[config.mk]
export PLATFORM = sky130hd
export DESIGN_NAME = adam_mem_pwr_seq
export DESIGN_NICKNAME = d
export VERILOG_FILES = /design/src/rtl/adam_mem_pwr_seq.sv
export SDC_FILE = /design/constraint.sdc
export NUM_CORES = 1
export LEC_CHECK = 0
export ABC_CLOCK_PERIOD_IN_PS = 2860
export CAP_MARGIN = 25
export CORE_UTILIZATION = 53
export CTS_CLUSTER_DIAMETER = 100
export DETAILED_ROUTE_END_ITERATION = 10
export PLACE_DENSITY_LB_ADDON = 0.2
export SYNTH_ARGS = -nofsm -noshare
export SYNTH_HDL_FRONTEND = slang
export SYNTH_SLANG_ARGS = --single-unit
export TNS_END_PERCENT = 10
[constraint.sdc]
create_clock -name clk -period 2.86 [get_ports clk]
set_clock_uncertainty 0.15 [all_clocks]
set_input_delay 0.286 -clock clk [delete_from_list [all_inputs] [get_ports clk]]
set_output_delay 0.286 -clock clk [all_outputs]
set_load 0.05 [all_outputs]
[src/rtl/adam_mem_pwr_seq.sv]
// Purpose  : per-bank power sequencer for the high-speed-domain RAM banks; runs one
//            power-on / power-off command at a time and orders mem_rst / pause handshakes.
// Latency  : power-on >= RST_CYCLES+3 cycles, power-off >= 3 cycles, no-op/illegal 1 cycle to rsp_valid.
// Backpress: cmd_ready is high only while idle; a new command is taken the cycle after rsp_valid.
//
// Ports:
//   clk, rst                 clock, synchronous active-high reset
//   cmd_valid/cmd_ready      command handshake; cmd_bank selects the bank, cmd_on picks on(1)/off(0)
//   rsp_valid, rsp_err       one-cycle completion pulse, err qualifies it
//   mem_rst, mem_pause_req   per-bank reset and pause request outputs
//   mem_pause_ack            per-bank pause acknowledge input
//   bank_on                  per-bank powered-and-running status
//
// Build option: define ADAM_MEM_PWR_SEQ_TIMEOUT_EN to bound the pause-ack waits by
// ACK_TIMEOUT cycles; on expiry the bank is forced off and the response carries rsp_err.
module adam_mem_pwr_seq #(
    parameter int NO_MEMS     = 3,
    parameter int RST_CYCLES  = 4,
    parameter int ACK_TIMEOUT = 255
) (
    input  logic                                     clk,
    input  logic                                     rst,
    input  logic                                     cmd_valid,
    output logic                                     cmd_ready,
    input  logic [((NO_MEMS > 1) ? $clog2(NO_MEMS) : 1)-1:0] cmd_bank,
    input  logic                                     cmd_on,
    output logic                                     rsp_valid,
    output logic                                     rsp_err,
    output logic [NO_MEMS-1:0]                       mem_rst,
    output logic [NO_MEMS-1:0]                       mem_pause_req,
    input  logic [NO_MEMS-1:0]                       mem_pause_ack,
    output logic [NO_MEMS-1:0]                       bank_on
);

    localparam int BW      = (NO_MEMS > 1) ? $clog2(NO_MEMS) : 1;
    localparam int CNT_MAX = (RST_CYCLES > ACK_TIMEOUT) ? RST_CYCLES : ACK_TIMEOUT;
    localparam int CNT_RAW = $clog2(CNT_MAX + 1);
    localparam int CNT_W   = (CNT_RAW < 8) ? 8 : CNT_RAW;

    localparam logic [CNT_W-1:0]   CNT_RST_LAST = CNT_W'(RST_CYCLES - 1);
`ifdef ADAM_MEM_PWR_SEQ_TIMEOUT_EN
    localparam logic [CNT_W-1:0]   CNT_TMO      = CNT_W'(ACK_TIMEOUT);
`endif
    localparam logic [NO_MEMS-1:0] ONE          = NO_MEMS'(1);

    localparam logic [2:0] IDLE     = 3'd0;
    localparam logic [2:0] RST_HOLD = 3'd1;
    localparam logic [2:0] RST_REL  = 3'd2;
    localparam logic [2:0] RESUME   = 3'd3;
    localparam logic [2:0] PAUSE    = 3'd4;
    localparam logic [2:0] RST_SET  = 3'd5;
    localparam logic [2:0] RESP     = 3'd6;

    logic [2:0]         state;
    logic [CNT_W-1:0]   cnt;
    logic [BW-1:0]      bank_q;

    logic [NO_MEMS-1:0] sel_q;     // one-hot of the latched target bank
    logic [NO_MEMS-1:0] sel_in;    // one-hot of the incoming command's bank
    logic               cmd_legal;
    logic               cur_on;
    logic               ack_hit;

    // All per-bank updates go through one-hot masks so banks other than the
    // target can never be touched, and out-of-range indices select nothing.
    assign sel_q     = ONE << bank_q;
    assign sel_in    = ONE << cmd_bank;
    assign cmd_legal = (32'(cmd_bank) < 32'(NO_MEMS));
    assign cur_on    = |(bank_on & sel_in);
    assign ack_hit   = |(mem_pause_ack & sel_q);

    always_ff @(posedge clk) begin
        if (rst) begin
            state         <= IDLE;
            cnt           <= '0;
            bank_q        <= '0;
            cmd_ready     <= 1'b1;
            rsp_valid     <= 1'b0;
            rsp_err       <= 1'b0;
            mem_rst       <= '1;
            mem_pause_req <= '1;
            bank_on       <= '0;
        end else begin
            case (state)
                IDLE: begin
                    if (cmd_valid && cmd_ready) begin
                        bank_q    <= cmd_bank;
                        cmd_ready <= 1'b0;
                        cnt       <= '0;
                        if (!cmd_legal) begin
                            rsp_valid <= 1'b1;
                            rsp_err   <= 1'b1;
                            state     <= RESP;
                        end else if (cmd_on == cur_on) begin
                            // Bank already in the requested state.
                            rsp_valid <= 1'b1;
                            rsp_err   <= 1'b0;
                            state     <= RESP;
                        end else if (cmd_on) begin
                            mem_rst <= mem_rst | sel_in;
                            state   <= RST_HOLD;
                        end else begin
                            mem_pause_req <= mem_pause_req | sel_in;
                            state         <= PAUSE;
                        end
                    end
                end

                RST_HOLD: begin
                    // cnt was cleared on acceptance, so the bank sees exactly
                    // RST_CYCLES cycles of reset while in this state.
                    if (cnt == CNT_RST_LAST) begin
                        mem_rst <= mem_rst & ~sel_q;
                        state   <= RST_REL;
                    end else begin
                        cnt <= cnt + 1'b1;
                    end
                end

                RST_REL: begin
                    mem_pause_req <= mem_pause_req & ~sel_q;
                    cnt           <= '0;
                    state         <= RESUME;
                end

                RESUME: begin
                    if (!ack_hit) begin
                        bank_on   <= bank_on | sel_q;
                        rsp_valid <= 1'b1;
                        rsp_err   <= 1'b0;
                        state     <= RESP;
                    end
`ifdef ADAM_MEM_PWR_SEQ_TIMEOUT_EN
                    else if (cnt == CNT_TMO) begin
                        // Bank never left pause: put it back fully off.
                        mem_pause_req <= mem_pause_req | sel_q;
                        mem_rst       <= mem_rst | sel_q;
                        bank_on       <= bank_on & ~sel_q;
                        rsp_valid     <= 1'b1;
                        rsp_err       <= 1'b1;
                        state         <= RESP;
                    end else begin
                        cnt <= cnt + 1'b1;
                    end
`endif
                end

                PAUSE: begin
                    if (ack_hit) begin
                        mem_rst <= mem_rst | sel_q;
                        bank_on <= bank_on & ~sel_q;
                        state   <= RST_SET;
                    end
`ifdef ADAM_MEM_PWR_SEQ_TIMEOUT_EN
                    else if (cnt == CNT_TMO) begin
                        // Pause never acknowledged: force the bank off anyway.
                        mem_rst   <= mem_rst | sel_q;
                        bank_on   <= bank_on & ~sel_q;
                        rsp_valid <= 1'b1;
                        rsp_err   <= 1'b1;
                        state     <= RESP;
                    end else begin
                        cnt <= cnt + 1'b1;
                    end
`endif
                end

                RST_SET: begin
                    rsp_valid <= 1'b1;
                    rsp_err   <= 1'b0;
                    state     <= RESP;
                end

                RESP: begin
                    rsp_valid <= 1'b0;
                    rsp_err   <= 1'b0;
                    cmd_ready <= 1'b1;
                    state     <= IDLE;
                end

                default: begin
                    rsp_valid <= 1'b0;
                    rsp_err   <= 1'b0;
                    cmd_ready <= 1'b1;
                    state     <= IDLE;
                end
            endcase
        end
    end

endmodule

* Yosys cells after proc, flatten, opt, wreduce, memory -nomap -nowiden
Cells that the tools add are included.
** Word-level totals
- Bits in registers :: 25
- Bits of input ports :: 9
- Output and inout bits :: 12
** Cells by class
- $add $sub $neg :: 1
- $lt $le $gt $ge :: 1
- Equal/unequal tests :: 17
- Shifts and indexed selects :: 2
- Muxes and demuxes :: 38
- Bitwise logic cells :: 12
- Reductions and logical operators :: 18
** Operators with widths (count)
- 2-to-1 mux 3 bit :: 19
- case mux 8 bit (3 select lines) :: 1
- inequality test 2 bit, second input constant :: 9
- case mux 3 bit (6 select lines) :: 1
- 2-to-1 mux 8 bit :: 2
- AND 3 bit :: 5
- bitwise OR 3 bit :: 4
- case mux 3 bit (2 select lines) :: 2
- 2-to-1 mux 1 bit :: 9
- case mux 3 bit (3 select lines) :: 1
- OR reduction 3 bit :: 3
- adder 8 x 1 -> 8 bit, second input constant :: 1
- == test 8 x 2 -> 1 bit, second input constant :: 1
- AND reduction 4 bit :: 2
- AND reduction 7 bit :: 1
- == test 3 x 2 -> 1 bit, second input constant :: 2
- == test 3 bit, second input constant :: 2
- AND reduction 3 bit :: 2
- nonzero test 3 bit :: 2
- left shift 1 x 2 -> 3 bit, first input constant :: 2
- AND reduction 5 bit :: 1
- OR reduction 5 bit :: 1
- case mux 1 bit (4 select lines) :: 1
- AND reduction 2 bit :: 2
- other kinds (11) :: 13

* Depth between registers and ports, before layout
- Word-level depth :: 8
- Depth in mapped cells :: 10
- Mapped depth without buffers :: 9

* Least setup slack after synthesis
Ideal clock, no wire load.
- Path kind :: register to register
- Start point :: register (tool-made name)
- End point :: register mem_pause_req[0]
- Library setup time :: 0.060 ns
- Data arrival time :: 2.033 ns
- Data required time :: 2.650 ns
- Path slack :: 0.616 ns
- Stages on the path, launching flop included :: 9
- Clock period less this slack :: 2.244 ns
- Cell sequence :: dfxtp_1 mux2i_1 nor2_1 a21oi_1 ha_1 a21oi_1 o21ai_1 nor4_1 a221o_1
** RTL lines
- to (signal assigned) :: RTL line 103 : mem_pause_req <= mem_pause_req | sel_in;
- to (signal assigned) :: RTL line 121 : mem_pause_req <= mem_pause_req & ~sel_q;
- to (decl) :: RTL line 30 : output logic [NO_MEMS-1:0] mem_pause_req,

* Worst setup path after layout
- Start point :: input port cmd_bank[0] in the netlist's numbering
- End point :: register mem_pause_req[0]
** On the way
- Longest elaborated chain between the ends :: 7
- Elaborated cells between the ends (all ways) :: 14
** Ends and longest elaborated chain
- from (decl) :: RTL line 25 : input logic [((NO_MEMS > 1) ? $clog2(NO_MEMS) : 1)-1:0] cmd_bank,
- left shift 1 x 2 -> 3 bit :: RTL line 67 : assign sel_in = ONE << cmd_bank;
- bitwise OR 3 bit :: RTL line 103
- 2-to-1 mux 3 bit :: RTL line 99 : end else if (cmd_on) begin
- 2-to-1 mux 3 bit :: RTL line 94 : end else if (cmd_on == cur_on) begin
- 2-to-1 mux 3 bit :: RTL line 90 : if (!cmd_legal) begin
- 2-to-1 mux 3 bit :: RTL line 86 : if (cmd_valid && cmd_ready) begin
- case mux 3 bit (2 select lines) :: RTL line 84 : case (state)
Several ways; a longest one is shown, not always the timed one. The select of a mux whose other input is x is not followed.
A chain may end at the register's enable or synchronous reset.

==> flow_metrics.env <==
export IMPL_synth_enable_flop_cells=0
export IMPL_clock_sinks=25
export IMPL_cp_arrival_ns=2.55
export IMPL_hold_viol=0
export IMPL_cts_setup_buffers=0
export IMPL_core_rowCount=18
export IMPL_final_layout_size_suffix_gt1_share_pct=9.04
export IMPL_cp_endpoint="mem_pause_req[0]"
export IMPL_cp_end_kind="register"
export IMPL_drc=0
export IMPL_io_pins=21
export IMPL_status="finished, final reports clean"
export IMPL_insertedDiodeCount=0
export IMPL_fin_nets=200
export IMPL_wl_per_cell_um=14.6
export IMPL_die_area_sq_um=2860
export IMPL_period_share_pct=84.7
export IMPL_cts_tree="done"
export IMPL_grt_pass1_wl_um=5180
export IMPL_grt_max_degree=18
export IMPL_final_cell_area_sq_um=1650
export IMPL_grt_setup_unrepaired="no"
export IMPL_clk_pin_slew_ns=0.14
export IMPL_grt_overflow=0
export IMPL_first_pass_iters=4
export IMPL_worstPathRequired_ns=2.99
export IMPL_h_tree_depth=1
export IMPL_num_vias=1295
export IMPL_antenna_found_initial=0
export IMPL_start_util_pct=56.3
export IMPL_ant_nets=0
export IMPL_cts_max_path_buffers=2
export IMPL_setup_tns_final_ns=0
export IMPL_grt_pass1_vias=1161
export IMPL_clockRootBuffer="clkbuf_4"
export IMPL_fill_cells=212
export IMPL_drv_slew=0
export IMPL_ys_warn_count=0
export IMPL_setup_ws_ns=0.436
export IMPL_criticalPathCategory="primary input to register"
export IMPL_placed_area_sq_um=1620
export IMPL_dp_hpwl_um=2370
export IMPL_reg2regPathDepth=8
export IMPL_fin_util_pct=66.1
export IMPL_startpoint_type="primary input"
export IMPL_routed_via_density=5.94
export IMPL_ys_ff_latch=25
export IMPL_avgSynthCellArea_sq_um=8.37
export IMPL_drv_cap=0
export IMPL_ctsResizeCount=0
export IMPL_rr_endpoint="mem_pause_req[0]"
export IMPL_power_density_nw_per_um2=778
export IMPL_drt_iter0_drc=54
export IMPL_grtUsageTotal_pct=24.9
export IMPL_cts_hold_buffers_added=0
export IMPL_postSynthCellCount=168
export IMPL_p_leak_uw=0.000600
export IMPL_die_w_um=53.5
export IMPL_syn_nets=179
export IMPL_synth_ff_type="dfxtp_1"
export IMPL_io_buffers=20
export IMPL_setup_viol_count_final=0
export IMPL_core_sq_um=2500
export IMPL_numCtsBuffers=3
export IMPL_synth_distinct_cells=43
export IMPL_syn_area_sq_um=1410
export IMPL_area_growth_pct=17.4
export IMPL_startpoint="cmd_bank[0]"
export IMPL_synthArstFlopShare_pct=0
export IMPL_period_needed_ns=2.42
export IMPL_wirelength_um=3180
export IMPL_place_gp_congestion=0.898
export IMPL_path_max_fanout=6
export IMPL_maxSlewHeadroom_pct=59.0
export IMPL_max_freq_ghz=0.413
export IMPL_die_h_um=53.5
export IMPL_irDropWorstVdd_v=0.000655
export IMPL_pre_cts_ws_ns=0.125
export IMPL_yosysSeqAreaShare_pct=35.6
export IMPL_hp_class="register to register"
export IMPL_worst_slew_pin_transition_ns=0.614
export IMPL_clk_insertion_delay_late_ns=0.32
export IMPL_rrSetupSlack_ns=0.70
Yosys cell counts, types with 2 or more instances:
library cell / number / area share [%]
a21oi_1: 15 / 5.3
a221o_1: 6 / 4.3
a2bb2oi_1: 3 / 1.9
buf_6: 2 / 1.6
clkbuf_1: 4 / 1.1
dfxtp_1: 25 / 36
ha_1: 2 / 1.8
inv_1: 3 / 0.80
mux2i_1: 5 / 3.6
nand2_1: 19 / 5.1
nand2b_1: 3 / 1.3
nand3_1: 6 / 2.1
nand3b_1: 2 / 1.1
nand4_1: 4 / 1.8
nor2_1: 25 / 6.7
nor2b_1: 5 / 2.2
o21ai_0: 5 / 1.8
o21ai_1: 2 / 0.71
o31ai_1: 2 / 1.1
or3_1: 4 / 1.8
xnor2_1: 3 / 1.9
xor2_1: 2 / 1.2
layer usage:
metal	up-vias	share of wire [%]	wire (um)	global-route usage, %
met2	42	44	1410	39.4
met1	597	50	1580	34.9
met3	4	5.3	169	3.45
li1	652	-	-	-
met4	0	0.79	25	7.02
met5	-	0	0	0
critical path: stages:
cell	delay, ns
clkdlybuf4s50_1	0.58
mux2i_1	0.22
nor2_1	0.05
a21oi_1	0.13
ha_1	0.25
a21oi_1	0.22
o21ai_1	0.15
nor4_1	0.42
a221o_1	0.24
where the power goes:
part	switching [uW]	internal, uW
combinational	364	261
sequential	102	398
clock	108	52.3
through the flow:
step	power, uW	hold WS [ns]	cells
floorplan	998	0.241	168
global placement	1110	0.303	214
detailed placement	1120	0.316	214
CTS	1280	0.353	218
global route	1360	0.366	218
finish	1290	0.345	218
worst min path at each step:
stage	start	to	slack, ns	depth (start not counted)
finish	rsp_valid	rsp_valid	0.34	1
global route	mem_rst[0]	mem_rst[0]	0.37	1
CTS	rsp_valid	rsp_valid	0.35	1
detailed placement	rsp_valid	rsp_valid	0.32	1
global placement	rsp_valid	rsp_valid	0.30	1
floorplan	rst	mem_pause_req[0]	0.24	1
cell families (layout without fill, tap and decap cells):
group                    count (synthesis)  in the layout  share of synthesized area, %
buffers and inverters                   10             30                          3.82
AO/OA/AOI/OAI                           44             44                          23.2
multiplexers                             5              5                          3.56
flip-flops                              25             25                          35.6
AND/OR/NAND/NOR                         77             77                          28.9
adder cells (fa/ha/maj)                  2              2                          1.78
XOR/XNOR                                 5              5                          3.11
layout make-up:
| class | count | area (sq um) | share of cell area, % |
|---|---|---|---|
| Tap cell | 30 | 37.5 | 2.27 |
| Multi-Input combinational cell | 133 | 852 | 51.6 |
| Clock inverter | 1 | 5.00 | 0.303 |
| Sequential cell | 25 | 500 | 30.3 |
| Inverter | 3 | 11.3 | 0.682 |
| Timing Repair Buffer | 23 | 223 | 13.5 |
| Clock buffer | 3 | 22.5 | 1.36 |
placed cells by master, fill, tap and decap left out, types with 5 or more instances in the layout:
| cell type | netlist | final |
|---|---|---|
| o21ai_0 | 5 | 5 |
| nor2_1 | 25 | 25 |
| nand2_1 | 19 | 19 |
| mux2i_1 | 5 | 5 |
| nand3_1 | 6 | 6 |
| clkdlybuf4s50_1 | 0 | 20 |
| dfxtp_1 | 25 | 25 |
| a21oi_1 | 15 | 15 |
| nor2b_1 | 5 | 5 |
| a221o_1 | 6 | 6 |
Note: power is estimated with default switching activity, not from simulation.
